==> config.mk <==
export PLATFORM = sky130hd
export DESIGN_NAME = fetch_unit_flat
export DESIGN_NICKNAME = d
export VERILOG_FILES = /design/src/rtl/fetch_if.sv /design/src/rtl/fetch_unit.sv /design/src/flat_wrapper.sv
export SDC_FILE = /design/constraint.sdc
export NUM_CORES = 1
export LEC_CHECK = 0
export BUFFER_PORTS_ARGS = -buffer_cell sky130_fd_sc_hd__buf_2
export CELL_PAD_IN_SITES_DETAIL_PLACEMENT = 1
export CELL_PAD_IN_SITES_GLOBAL_PLACEMENT = 2
export CORE_ASPECT_RATIO = 0.5
export CORE_MARGIN = 5
export CORE_UTILIZATION = 41
export CTS_CLUSTER_DIAMETER = 120
export DETAILED_ROUTE_END_ITERATION = 8
export PLACE_DENSITY_LB_ADDON = 0.1
export SLEW_MARGIN = 5
export SYNTH_ARGS = -nofsm -noshare
export SYNTH_HDL_FRONTEND = slang
export SYNTH_SLANG_ARGS = --single-unit
export TNS_END_PERCENT = 100
==> constraint.sdc <==
create_clock -name clk -period 4.4 [get_ports clk]
set_input_delay 0.88 -clock clk [delete_from_list [all_inputs] [get_ports clk]]
set_output_delay 0.88 -clock clk [all_outputs]
set_load 0.05 [all_outputs]
==> src/rtl/fetch_if.sv <==
// Fetch unit bus bundle: memory request/response channel, instruction output
// channel and core redirect.
interface fetch_if;
    logic        mem_req_valid;
    logic        mem_req_ready;
    logic [31:0] mem_req_addr;
    logic        mem_resp_valid;
    logic [31:0] mem_resp_data;
    logic        out_valid;
    logic        out_ready;
    logic [31:0] out_instr;
    logic [31:0] out_pc;
    logic        redirect_valid;
    logic [31:0] redirect_pc;

    modport slave (
        output mem_req_valid, mem_req_addr, out_valid, out_instr, out_pc,
        input  mem_req_ready, mem_resp_valid, mem_resp_data, out_ready,
               redirect_valid, redirect_pc
    );

    modport master (
        input  mem_req_valid, mem_req_addr, out_valid, out_instr, out_pc,
        output mem_req_ready, mem_resp_valid, mem_resp_data, out_ready,
               redirect_valid, redirect_pc
    );
endinterface

==> src/rtl/fetch_unit.sv <==
// Instruction fetch unit: credit-limited in-order memory requests feeding a
// small instruction FIFO, with redirect flush and stale-response discard.
module fetch_unit #(
    parameter logic [31:0] RESET_PC = 32'h0000_0000,
    parameter int          DEPTH    = 4
) (
    input logic   clk,
    input logic   reset,
    fetch_if.slave bus
);
    localparam int AW = (DEPTH > 1) ? $clog2(DEPTH) : 1;
    localparam int CW = AW + 1;

    logic [31:0]   r_instr [DEPTH];
    logic [31:0]   r_pc    [DEPTH];
    logic [AW-1:0] r_rd, r_wr;
    logic [CW-1:0] r_cnt, r_infl, r_disc;
    logic [31:0]   r_fetch_pc, r_resp_pc;

    logic          w_credit, w_req_fire, w_resp_acc, w_push, w_pop;
    logic [31:0]   w_redir_pc;
    logic          w_unused;

    // Queue entries plus outstanding requests must fit in the queue, so a
    // returning response always has a slot.
    assign w_credit   = ({1'b0, r_cnt} + {1'b0, r_infl}) < (CW+1)'(DEPTH);
    assign w_redir_pc = {bus.redirect_pc[31:2], 2'b00};
    assign w_unused   = &{1'b0, bus.redirect_pc[1:0]};

    assign bus.mem_req_valid = !reset && !bus.redirect_valid && w_credit;
    assign bus.mem_req_addr  = r_fetch_pc;
    assign bus.out_valid     = !reset && (r_cnt != '0);
    assign bus.out_instr     = reset ? 32'h0 : r_instr[r_rd];
    assign bus.out_pc        = reset ? 32'h0 : r_pc[r_rd];

    assign w_req_fire = bus.mem_req_valid && bus.mem_req_ready;
    assign w_resp_acc = bus.mem_resp_valid && (r_infl != '0);
    assign w_push     = !reset && w_resp_acc && (r_disc == '0) && !bus.redirect_valid;
    assign w_pop      = bus.out_valid && bus.out_ready && !bus.redirect_valid;

    always_ff @(posedge clk) begin
        if (w_push) begin
            r_instr[r_wr] <= bus.mem_resp_data;
            r_pc[r_wr]    <= r_resp_pc;
        end
    end

    always_ff @(posedge clk) begin
        if (reset) begin
            r_rd       <= '0;
            r_wr       <= '0;
            r_cnt      <= '0;
            r_infl     <= '0;
            r_disc     <= '0;
            r_fetch_pc <= {RESET_PC[31:2], 2'b00};
            r_resp_pc  <= {RESET_PC[31:2], 2'b00};
        end else begin
            r_infl <= r_infl + CW'(w_req_fire) - CW'(w_resp_acc);
            if (bus.redirect_valid) begin
                // Everything still outstanding belongs to the old path.
                r_cnt      <= '0;
                r_wr       <= r_rd;
                r_fetch_pc <= w_redir_pc;
                r_resp_pc  <= w_redir_pc;
                r_disc     <= r_infl - CW'(w_resp_acc);
            end else begin
                if (w_req_fire) r_fetch_pc <= r_fetch_pc + 32'd4;
                if (w_push) begin
                    r_wr      <= r_wr + AW'(1);
                    r_resp_pc <= r_resp_pc + 32'd4;
                end
                if (w_pop) r_rd <= r_rd + AW'(1);
                r_cnt <= r_cnt + CW'(w_push) - CW'(w_pop);
                if (w_resp_acc && (r_disc != '0)) r_disc <= r_disc - CW'(1);
            end
        end
    end
endmodule
==> src/flat_wrapper.sv <==
// flat-port wrapper written by rule: the top's interface ports become plain ports
module fetch_unit_flat 
#(
    parameter logic [31:0] RESET_PC = 32'h0000_0000,
    parameter int          DEPTH    = 4
)
  (clk, reset, bus_mem_req_valid, bus_mem_req_addr, bus_out_valid, bus_out_instr, bus_out_pc, bus_mem_req_ready, bus_mem_resp_valid, bus_mem_resp_data, bus_out_ready, bus_redirect_valid, bus_redirect_pc);
  fetch_if bus_i ();
  input logic clk;
  input logic reset;
  output wire logic [$bits(bus_i.mem_req_valid)-1:0] bus_mem_req_valid;
  output wire logic [$bits(bus_i.mem_req_addr)-1:0] bus_mem_req_addr;
  output wire logic [$bits(bus_i.out_valid)-1:0] bus_out_valid;
  output wire logic [$bits(bus_i.out_instr)-1:0] bus_out_instr;
  output wire logic [$bits(bus_i.out_pc)-1:0] bus_out_pc;
  input wire logic [$bits(bus_i.mem_req_ready)-1:0] bus_mem_req_ready;
  input wire logic [$bits(bus_i.mem_resp_valid)-1:0] bus_mem_resp_valid;
  input wire logic [$bits(bus_i.mem_resp_data)-1:0] bus_mem_resp_data;
  input wire logic [$bits(bus_i.out_ready)-1:0] bus_out_ready;
  input wire logic [$bits(bus_i.redirect_valid)-1:0] bus_redirect_valid;
  input wire logic [$bits(bus_i.redirect_pc)-1:0] bus_redirect_pc;
  assign bus_mem_req_valid = bus_i.mem_req_valid;
  assign bus_mem_req_addr = bus_i.mem_req_addr;
  assign bus_out_valid = bus_i.out_valid;
  assign bus_out_instr = bus_i.out_instr;
  assign bus_out_pc = bus_i.out_pc;
  assign bus_i.mem_req_ready = bus_mem_req_ready;
  assign bus_i.mem_resp_valid = bus_mem_resp_valid;
  assign bus_i.mem_resp_data = bus_mem_resp_data;
  assign bus_i.out_ready = bus_out_ready;
  assign bus_i.redirect_valid = bus_redirect_valid;
  assign bus_i.redirect_pc = bus_redirect_pc;
  fetch_unit #(.RESET_PC(RESET_PC), .DEPTH(DEPTH)) u_core (.clk(clk), .reset(reset), .bus(bus_i));
endmodule
==> summary.txt, run 1 <==
Synthesis
  – Yosys top cell by area: edfxtp_1
  – Netlist cell types: 52
  – Post-synth top area share: 0.5473
  – Post-synth EDFFs: 248
  – Synth Register Bits: 323
  – Register area share after synthesis: 0.6576
  – Syn avg cell area: 14.65 um^2
  – Synth cell count leaders: edfxtp_1, dfxtp_1, nor2b_1
  – Synth Instances: 929
  – Ys flop type: edfxtp_1
  – YS warnings: 0
  – Cells taking the most area after synthesis: edfxtp_1, dfxtp_1, mux4_2
  – Ys async rst share: 0
  – Netlist area before placement: 13,610 um^2
  – Count leader, synth: edfxtp_1

Cells and area
  – Cell Count, Final, Fillers Out: 1,553
  – Area Overhead vs Synth: 17.89%
  – Util after Layout: 0.4880
  – Number of antenna diodes: 0
  – Nets: 1,178
  – Final instance area: 16,040 um^2
  – Share of layout cells above drive strength 1: 0.2698

Routing
  – Antenna Nets Post-Route: 0
  – Highest routed metal layer: met4
  – Vias per cell: 5.417
  – Via count: 8,412
  – Wire length per cell: 22.18 um
  – WL met3: 1229 um
  – Met2 WL post-DR: 17,040 um
  – Met1 WL: 15,550 um
  – Post-Route WL: 34,440 um
  – DRC: 0
  – Initial DRC Count: 468
  – TritonRoute pass-1 iters: 4

Timing
  – Slew at the pin closest to its max-slew limit: 0.7818 ns
  – Maximum clock frequency: 280.8 MHz
  – Post-route setup slack: 0.8382 ns
  – Max-slew headroom: 0.4788
  – Worst Skew: 0.01277 ns
  – Final Hold Vio Count: 0
  – RSZ-0062 raised after global routing: no
  – Period minus WS final: 3.562 ns
  – # setup viols final: 0
  – Final TNS setup: 0 ns
  – Slew Limit Fails: 0
  – WHS: 0.5252 ns
  – Crit share post-route: 0.8095

Hold path
  – Hold Path Class: register to register

Run
  – Max Cap Violations: 0

Power and ir drop
  – LEAKAGE: 5.540 nW
  – Worst VDD drop: 0.2753 mV
  – Power after layout: 6.900 mW
  – Pwr Density: 430.1 nW/um^2

Floorplanning
  – Die area: 37,150 um^2
  – # IOs: 168
  – Die Ht: 138.8 um
  – Initial Util: 0.4140
  – Cell Rows: 47
  – Horiz. Die Dim: 267.6 um
  – Total core area: 32,870 um^2

CTS
  – # clock sinks: 323
  – Postcts setup bufs: 0
  – TritonCTS Buffers: 30
  – Clock latency on the worst-skew pair: 0.57 ns
  – CTS tree: built
  – Root Buffer: clkbuf_16
  – PostCTS Resize Cnt: 0
  – CTS clock-pin slew for the worst setup and hold paths: 0.07 ns
  – Hold buffers post-CTS: 0
  – H-Tree Depth: 1
  – Clock Path Buffers: 3

Global route
  – Largest net degree at the start of global routing: 45
  – Gr ovfl total: 0
  – All-Layer GR Usage: 0.1841
  – Vias in the first global route: 9,017
  – Initial antenna violation count: 0
  – First-pass GRT wire length: 53,610 um

Critical path
  – Critical path data arrival time: 2.68 ns
  – Endpoint class of the critical path: primary output
  – Worst-path fanout max: 29
  – Critical path startpoint category: register
  – Critical path class: register to primary output
  – Critical path required time: 3.52 ns

Placed design
  – IO buf count: 161
  – Pre-CTS setup slack: 1.141 ns
  – DP HPWL: 23,100 um
  – GP Congestion: 0.7779
  – Placed cells: 1,499
  – Post-placement cell area: 15,040 um^2

Outcome
  – Status: complete, no violations
-- per-layer routing --
layer,vias up,GRT usage
li1,3869,-
met1,4368,0.2572
met2,135,0.3108
met3,40,0.02907
met4,0,0.03429
met5,-,0
-- flip-flops by register name, indices dropped and copies added (netlist names), named ones only --
name and flops:
u_core.r_rd 2, u_core.bus.mem_req_addr 30, u_core.r_wr 2, u_core.r_infl 3, u_core.r_cnt 3, u_core.r_resp_pc 30
u_core.r_pc 120, u_core.r_disc 3, u_core.r_instr 128
-- layout by cell type, fill, tap and decap left out, types with 5 or more instances in the layout --
cell type and count:
and3_1 10, buf_4 13, edfxtp_1 248, o21ai_0 15, and4_1 5, nor2b_1 66
nor2_1 39, nand3_1 21, clkinv_1 9, o211ai_1 8, nand4_1 23, bufinv_16 5
inv_1 25, or3_1 8, xor2_1 21, and2_1 10, clkbuf_16 30, buf_12 10
a31oi_1 17, a21oi_1 29, nand2_1 59, mux4_2 62, dfxtp_1 73, a21boi_0 10
xnor2_1 18, nor4_1 14, ha_1 16, buf_2 160, nor3_1 9, a211oi_1 14
-- report_power, final --
part / switching [mW] / leakage, nW / internal (mW)
combinational: 0.495 / 2.18 / 0.243
sequential: 0.104 / 2.87 / 3.39
clock: 1.13 / 0.485 / 1.54
-- area by class of cell --
cell class                      count  area, um^2
Multi-Input combinational cell    526        4339
Inverter                           26       97.59
Sequential cell                   323        8954
Timing Repair Buffer              183        1099
Clock buffer                       33       762.0
Clock inverter                     21       240.2
Tap cell                          441       551.8
Fill cell                        3261       16830
-- worst paths after layout --
path / endpoint / slack [ns] / from / depth (start not counted)
min: u_core.r_wr[0] / 0.53 / u_core.r_rd[0] / 2
min reg2reg: u_core.r_wr[0] / 0.53 / u_core.r_rd[0] / 2
max: bus_out_instr[14] / 0.84 / register / 4
max reg2reg: u_core.r_infl[2] / 1.49 / u_core.r_infl[2] / 9
-- worst max-delay path: stages (launching register included) --
cell     delay [ns]
dfxtp_4        0.75
buf_4          0.42
mux4_2         0.55
nor2b_1        0.15
buf_2          0.23
-- logic make-up (layout without fill, tap and decap cells) --
| family | Yosys count | count (layout) | share of synthesized area |
|---|---|---|---|
| compound gates | 115 | 115 | 0.05489 |
| fa+ha+maj | 18 | 18 | 0.01765 |
| buf+inv | 83 | 263 | 0.02473 |
| other cells | 1 | 4 | 0.0002756 |
| mux | 67 | 67 | 0.1066 |
| flops | 323 | 323 | 0.6576 |
| xor+xnor | 39 | 39 | 0.02510 |
| simple gates | 283 | 283 | 0.1132 |
No activity file was read; power rests on OpenSTA's default activity.
==> run 2, diff against run 1 <==
==> constraint.sdc (replaced) <==
create_clock -name clk -period 3.7 [get_ports clk]
set_input_delay 0.74 -clock clk [delete_from_list [all_inputs] [get_ports clk]]
set_output_delay 0.74 -clock clk [all_outputs]
set_load 0.05 [all_outputs]
==> run 2 against run 1 <==
  * Power is 18% higher
  * Critical path depth did not move
  * Global-route usage is 0.61 points lower
  * First-iteration DRC count grew 6.8%
  * Worst hold slack worse by 0.14 ns
  * Clock-buffer cell count increased by 2
  * Clock power grew 17%
  * Critical path type unchanged
  * Via count is 1.4% lower
  * Highest routed layer unchanged
==> summary.txt, run 2 (synthesis results as in run 1) <==
Global route
  – First-pass GRT wire length: 52,230 um (-2.6%)
  – Vias in the first global route: 8,877 (-1.6%)
  – Initial antenna violation count: 0 (unchanged)
  – All-Layer GR Usage: 0.1780 (-0.006092)
  – Gr ovfl total: 0 (unchanged)
  – Largest net degree at the start of global routing: 63 (+40%)

Critical path
  – RR Startpoint: u_core.r_cnt[1]
  – Endpoint class of the critical path: primary output
  – Critical path required time: 2.96 ns (-0.56 ns)
  – Reg2reg path depth: 11 (+2)
  – Worst-path fanout max: 24 (-17%)
  – Critical path startpoint category: register
  – Critical path data arrival time: 2.32 ns (-0.36 ns)
  – FF-to-FF setup slack: 1.16 ns (-0.33 ns)
  – Critical path class: register to primary output

Outcome
  – Status: complete, no violations

Hold path
  – WHS Path Cells: 1 (-1)
  – Hold Path Class: input pin to register
  – Min-Delay Startpoint: bus_mem_resp_data[14]

Placed design
  – Pre-CTS setup slack: 0.5840 ns (-0.5567 ns)
  – GP Congestion: 0.7633 (-1.9%)
  – DP HPWL: 21,870 um (-5.3%)
  – IO buf count: 161 (unchanged)

Cells and area
  – Multi-input gate area: 4339 um^2 (unchanged)
  – Top flop regs: u_core.r_instr x128, u_core.r_pc x120
  – Share of layout cells above drive strength 1: 0.2686 (-0.001141)
  – Nets: 1,178 (unchanged)
  – Largest register by flop count: u_core.r_instr
  – Most common cell after layout, fill and taps aside: edfxtp_1
  – Fillers: 3,305 (+1.3%)
  – Storage cell area: 8954 um^2 (unchanged)
  – Most frequent cells in the layout: edfxtp_1, buf_2, dfxtp_1, nor2b_1, mux4_2
  – Area Overhead vs Synth: 17.59%
  – Max reg flops: 128 (unchanged)

Timing
  – Slew at the pin closest to its max-slew limit: 0.7499 ns (-0.03192 ns)
  – Final Hold Vio Count: 0 (unchanged)
  – # setup viols final: 0 (unchanged)
  – Period minus WS final: 3.057 ns
  – RSZ-0062 raised after global routing: no
  – Max-slew headroom: 0.4990 (+0.02020)
  – Post-route setup slack: 0.6434 ns (-0.1948 ns)
  – Crit share post-route: 0.8261
  – Slew Limit Fails: 0 (unchanged)
  – Final TNS setup: 0 ns (unchanged)
  – Maximum clock frequency: 327.2 MHz
  – Worst Skew: 0.01169 ns (-0.001077 ns)

CTS
  – TritonCTS Buffers: 29 (-3.3%)
  – Clock latency on the worst-skew pair: 0.57 ns (about the same)
  – CTS clock-pin slew for the worst setup and hold paths: 0.07 ns (about the same)
  – Root Buffer: clkbuf_16
  – H-Tree Depth: 1 (unchanged)
  – CTS tree: built
  – Postcts setup bufs: 0 (unchanged)
  – PostCTS Resize Cnt: 0 (unchanged)
  – # clock sinks: 323 (unchanged)
  – Hold buffers post-CTS: 0 (unchanged)
  – Clock Path Buffers: 3 (unchanged)

Floorplanning
  – Initial Util: 0.4140 (unchanged)
  – Total core area: 32,870 um^2 (unchanged)
  – Die area: 37,150 um^2 (unchanged)
  – Horiz. Die Dim: 267.6 um (unchanged)
  – Die Ht: 138.8 um (unchanged)
  – Cell Rows: 47 (unchanged)
  – # IOs: 168 (unchanged)

Routing
  – Via count: 8,291 (-1.4%)
  – Wire length per cell: 21.43 um (-3.4%)
  – TritonRoute pass-1 iters: 5 (+1)
  – Initial DRC Count: 500 (+6.8%)
  – Vias per cell: 5.328 (-1.6%)
  – DRC: 0 (unchanged)
  – Antenna Nets Post-Route: 0 (unchanged)
  – Post-Route WL: 33,350 um (-3.2%)

Power and ir drop
  – Worst VDD drop: 0.2475 mV (-10%)
  – LEAKAGE: 5.532 nW (-0.14%)
  – Pwr Density: 509.6 nW/um^2 (+18%)

Run
  – Max Cap Violations: 0 (unchanged)
## run 2: changes by cell type in the layout (fill, tap and decap cells not counted), sizes merged
cell	before	now
inv	26	27
clkinvlp	1	0
clkbuf	33	35
buf	183	184
diode	0	2
clkinv	15	13
## run 2: final timing paths
kind | endpoint
max | bus_out_instr[17]
min | u_core.r_instr[1][14]
max reg2reg | u_core.r_infl[2]
min reg2reg | u_core.r_wr[0]
## run 2: worst max-delay path, cell delays in order, from the launching register on
cell and delay (ns):
dfxtp_2 0.73, buf_12 0.29, mux4_2 0.31, nor2b_1 0.16, buf_2 0.25
## run 2: layout make-up
class | instances | area share
Inverter | 26 | 0.006099
Timing Repair Buffer | 184 | 0.06756
Clock inverter | 19 | 0.01407
Sequential cell | 323 | 0.5595
Antenna cell | 2 | 0.0003128
Multi-Input combinational cell | 526 | 0.2712
Clock buffer | 35 | 0.04676
Tap cell | 441 | 0.03448
## run 2: per-stage QoR
| step | cells | total power, mW | hold slack (ns) | utilization | instance area, um^2 |
|---|---|---|---|---|---|
| after floorplan | 932 | 4.806 | 0.4576 | - | 13620 |
| after global placement | 1500 | 5.105 | 0.4768 | 0.4570 | 15020 |
| after detailed placement | 1500 | 5.133 | 0.4754 | 0.4570 | 15020 |
| after CTS | 1554 | 8.258 | 0.3569 | 0.4866 | 16000 |
| after global routing | 1554 | 8.524 | 0.3613 | 0.4866 | 16000 |
| final | 1556 | 8.155 | 0.3871 | 0.4868 | 16000 |
## run 2: where the power goes
part	internal, mW	switching [mW]
Sequential	4.03	0.121
Clock	1.79	1.32
Combinational	0.301	0.591
## run 2: layer usage
layer | GRT usage | share of wire | vias up
li1 | - | - | 3868
met1 | 0.2580 | 0.46 | 4235
met2 | 0.2928 | 0.48 | 155
met3 | 0.03262 | 0.046 | 33
met4 | 0.02063 | 0.010 | 0
met5 | 0 | 0 | -
==> run 3, diff against run 2 <==
==> constraint.sdc (replaced) <==
create_clock -name clk -period 2.95 [get_ports clk]
set_input_delay 0.59 -clock clk [delete_from_list [all_inputs] [get_ports clk]]
set_output_delay 0.59 -clock clk [all_outputs]
set_load 0.05 [all_outputs]
==> run 3 against run 2 <==
  * Worst hold slack got worse by 0.16 ns
  * Clock-buffer cell count is 2 lower
  * Sequential share of layout area grew 0.083 points
==> summary.txt, run 3 (synthesis results as in run 1) <==
Placed design
  – Post-placement cell area: 15,040 um^2 (about the same)
  – DP HPWL: 21,520 um (-1.6%)
  – GP Congestion: 0.7702 (+0.90%)
  – IO buf count: 161 (unchanged)
  – Pre-CTS setup slack: 0.3137 ns (-0.2702 ns)

Global route
  – All-Layer GR Usage: 0.1777 (-0.0002790)
  – Initial antenna violation count: 0 (unchanged)
  – First-pass GRT wire length: 51,980 um (-0.48%)
  – Vias in the first global route: 8,871 (-0.068%)
  – Gr ovfl total: 0 (unchanged)
  – Largest net degree at the start of global routing: 63 (unchanged)

Critical path
  – Slowest Stage Delay on Critical Path: 0.58 ns (-0.15 ns)
  – FF-to-FF setup slack: 0.44 ns (-0.72 ns)
  – Worst-path cell chain: buf_4 > mux4_2 > nor2b_1 > buf_2
  – Slowest library cell on the worst path: mux4_2
  – Endpoint class of the critical path: primary output
  – RR Startpoint: u_core.r_disc[0]
  – Critical path class: register to primary output
  – Critical path startpoint category: register
  – Reg2reg path depth: 7 (-4)
  – Worst-path fanout max: 11 (-54%)
  – Critical path required time: 2.36 ns (-0.60 ns)
  – Critical path data arrival time: 2.20 ns (-0.12 ns)
  – RR Endpoint: u_core.r_resp_pc[30]

Cells and area
  – Util after Layout: 0.4861 (-0.0007230)
  – Most common cell after layout, fill and taps aside: edfxtp_1
  – Fillers: 3,300 (-0.15%)
  – Nets: 1,181 (+0.25%)
  – Share of layout cells above drive strength 1: 0.2742 (+0.005550)
  – Max reg flops: 128 (unchanged)
  – Most frequent cells in the layout: edfxtp_1, buf_2, dfxtp_1, nor2b_1, mux4_2
  – Top flop regs: u_core.r_instr x128, u_core.r_pc x120
  – Final instance area: 15,980 um^2 (-0.15%)
  – Number of antenna diodes: 0 (-2)
  – Area Overhead vs Synth: 17.41%
  – Largest register by flop count: u_core.r_instr

Timing
  – WHS: 0.2320 ns (-0.1551 ns)
  – Period minus WS final: 2.795 ns
  – Post-route setup slack: 0.1551 ns (-0.4884 ns)
  – Crit share post-route: 0.9474
  – Maximum clock frequency: 357.8 MHz
  – Worst Skew: 0.01281 ns (+0.001121 ns)
  – RSZ-0062 raised after global routing: no
  – Max-slew headroom: 0.4969 (-0.002049)
  – Final Hold Vio Count: 0 (unchanged)
  – Slew at the pin closest to its max-slew limit: 0.7477 ns (-0.002200 ns)
  – # setup viols final: 0 (unchanged)
  – Slew Limit Fails: 0 (unchanged)
  – Final TNS setup: 0 ns (unchanged)

Hold path
  – WHS Path Cells: 1 (unchanged)
  – Hold Path Class: input pin to register
  – Min-Delay Startpoint: bus_mem_resp_data[31]
  – WHS Endpoint: u_core.r_instr[1][31]

Routing
  – Post-Route WL: 33,390 um (+0.11%)
  – Antenna Nets Post-Route: 0 (unchanged)
  – Vias per cell: 5.402 (+1.4%)
  – TritonRoute pass-1 iters: 5 (unchanged)
  – Initial DRC Count: 410 (-18%)
  – DRC: 0 (unchanged)
  – Via count: 8,411 (+1.4%)
  – Wire length per cell: 21.45 um (about the same)

Floorplanning
  – Die area: 37,150 um^2 (unchanged)
  – Horiz. Die Dim: 267.6 um (unchanged)
  – Cell Rows: 47 (unchanged)
  – # IOs: 168 (unchanged)
  – Initial Util: 0.4140 (unchanged)
  – Total core area: 32,870 um^2 (unchanged)
  – Die Ht: 138.8 um (unchanged)

Power and ir drop
  – LEAKAGE: 5.524 nW (-0.14%)
  – Worst VDD drop: 0.2857 mV (+15%)
  – Pwr Density: 629.8 nW/um^2 (+24%)

CTS
  – CTS clock-pin slew for the worst setup and hold paths: 0.07 ns (about the same)
  – H-Tree Depth: 1 (unchanged)
  – Root Buffer: clkbuf_16
  – PostCTS Resize Cnt: 0 (unchanged)
  – TritonCTS Buffers: 29 (unchanged)
  – Clock latency on the worst-skew pair: 0.57 ns (about the same)
  – CTS tree: built
  – Clock Path Buffers: 3 (unchanged)
  – # clock sinks: 323 (unchanged)

Outcome
  – Status: complete, no violations

Run
  – Max Cap Violations: 0 (unchanged)
run 3: final cells by class:
cell class                 instances  area (um^2)  share of cell area
sequential                       323         8954              0.5604
timing repair buffer             187         1104             0.06907
tap                              441        551.8             0.03453
multi-input combinational        526         4339              0.2716
clock inverter                    21        181.4             0.01135
clock buffer                      33        750.7             0.04699
inverter                          26        97.59            0.006108
run 3: how the worst max path moves through the flow:
stage | end | slack (ns) | cells past startpoint
6_report | bus_out_pc[20] | 0.16 | 4
5_1_grt | bus_out_pc[20] | 0.03 | 4
4_1_cts | bus_out_pc[20] | 0.08 | 4
3_5_place_dp | u_core.r_resp_pc[30] | 0.31 | 6
3_3_place_gp | u_core.r_resp_pc[30] | 0.33 | 6
2_1_floorplan | bus_out_valid | 0.51 | 4
run 3: per-layer routing:
metal  vias to the layer above  GRT usage  wire (um)
met5                         -          0          0
li1                       3885          -          -
met2                       125     0.3004      16010
met3                        37    0.02943       1197
met4                         0    0.02786        472
met1                      4364     0.2493      15720
run 3: worst max-delay path: cells and delay by family (launching register included):
| kind | cells | cell delay, ns |
|---|---|---|
| flip-flops | 1 | 0.41 |
| AND/OR/NAND/NOR | 1 | 0.15 |
| multiplexers | 1 | 0.58 |
| buffers and inverters | 2 | 0.50 |
run 3: repair_timing:
action / 4_1_cts / 5_1_grt
setup endpoints to repair: 48 / 0
hold buffers: 0 / 0
endpoints found under the hold margin: 0 / 0
setup buffers: 1 / 0
run 3: report_power, final:
group / internal (mW) / switching (mW) / leakage (nW) / total (mW)
sequential: 5.05 / 0.151 / 2.87 / 5.20
combinational: 0.381 / 0.743 / 2.20 / 1.12
clock: 2.03 / 1.71 / 0.454 / 3.74
run 3: through the flow:
step	total power, mW	std cells
after global routing	10.49	1557
after floorplan	6.026	932
after CTS	10.20	1557
after detailed placement	6.439	1502
after global placement	6.404	1502
final	10.06	1557
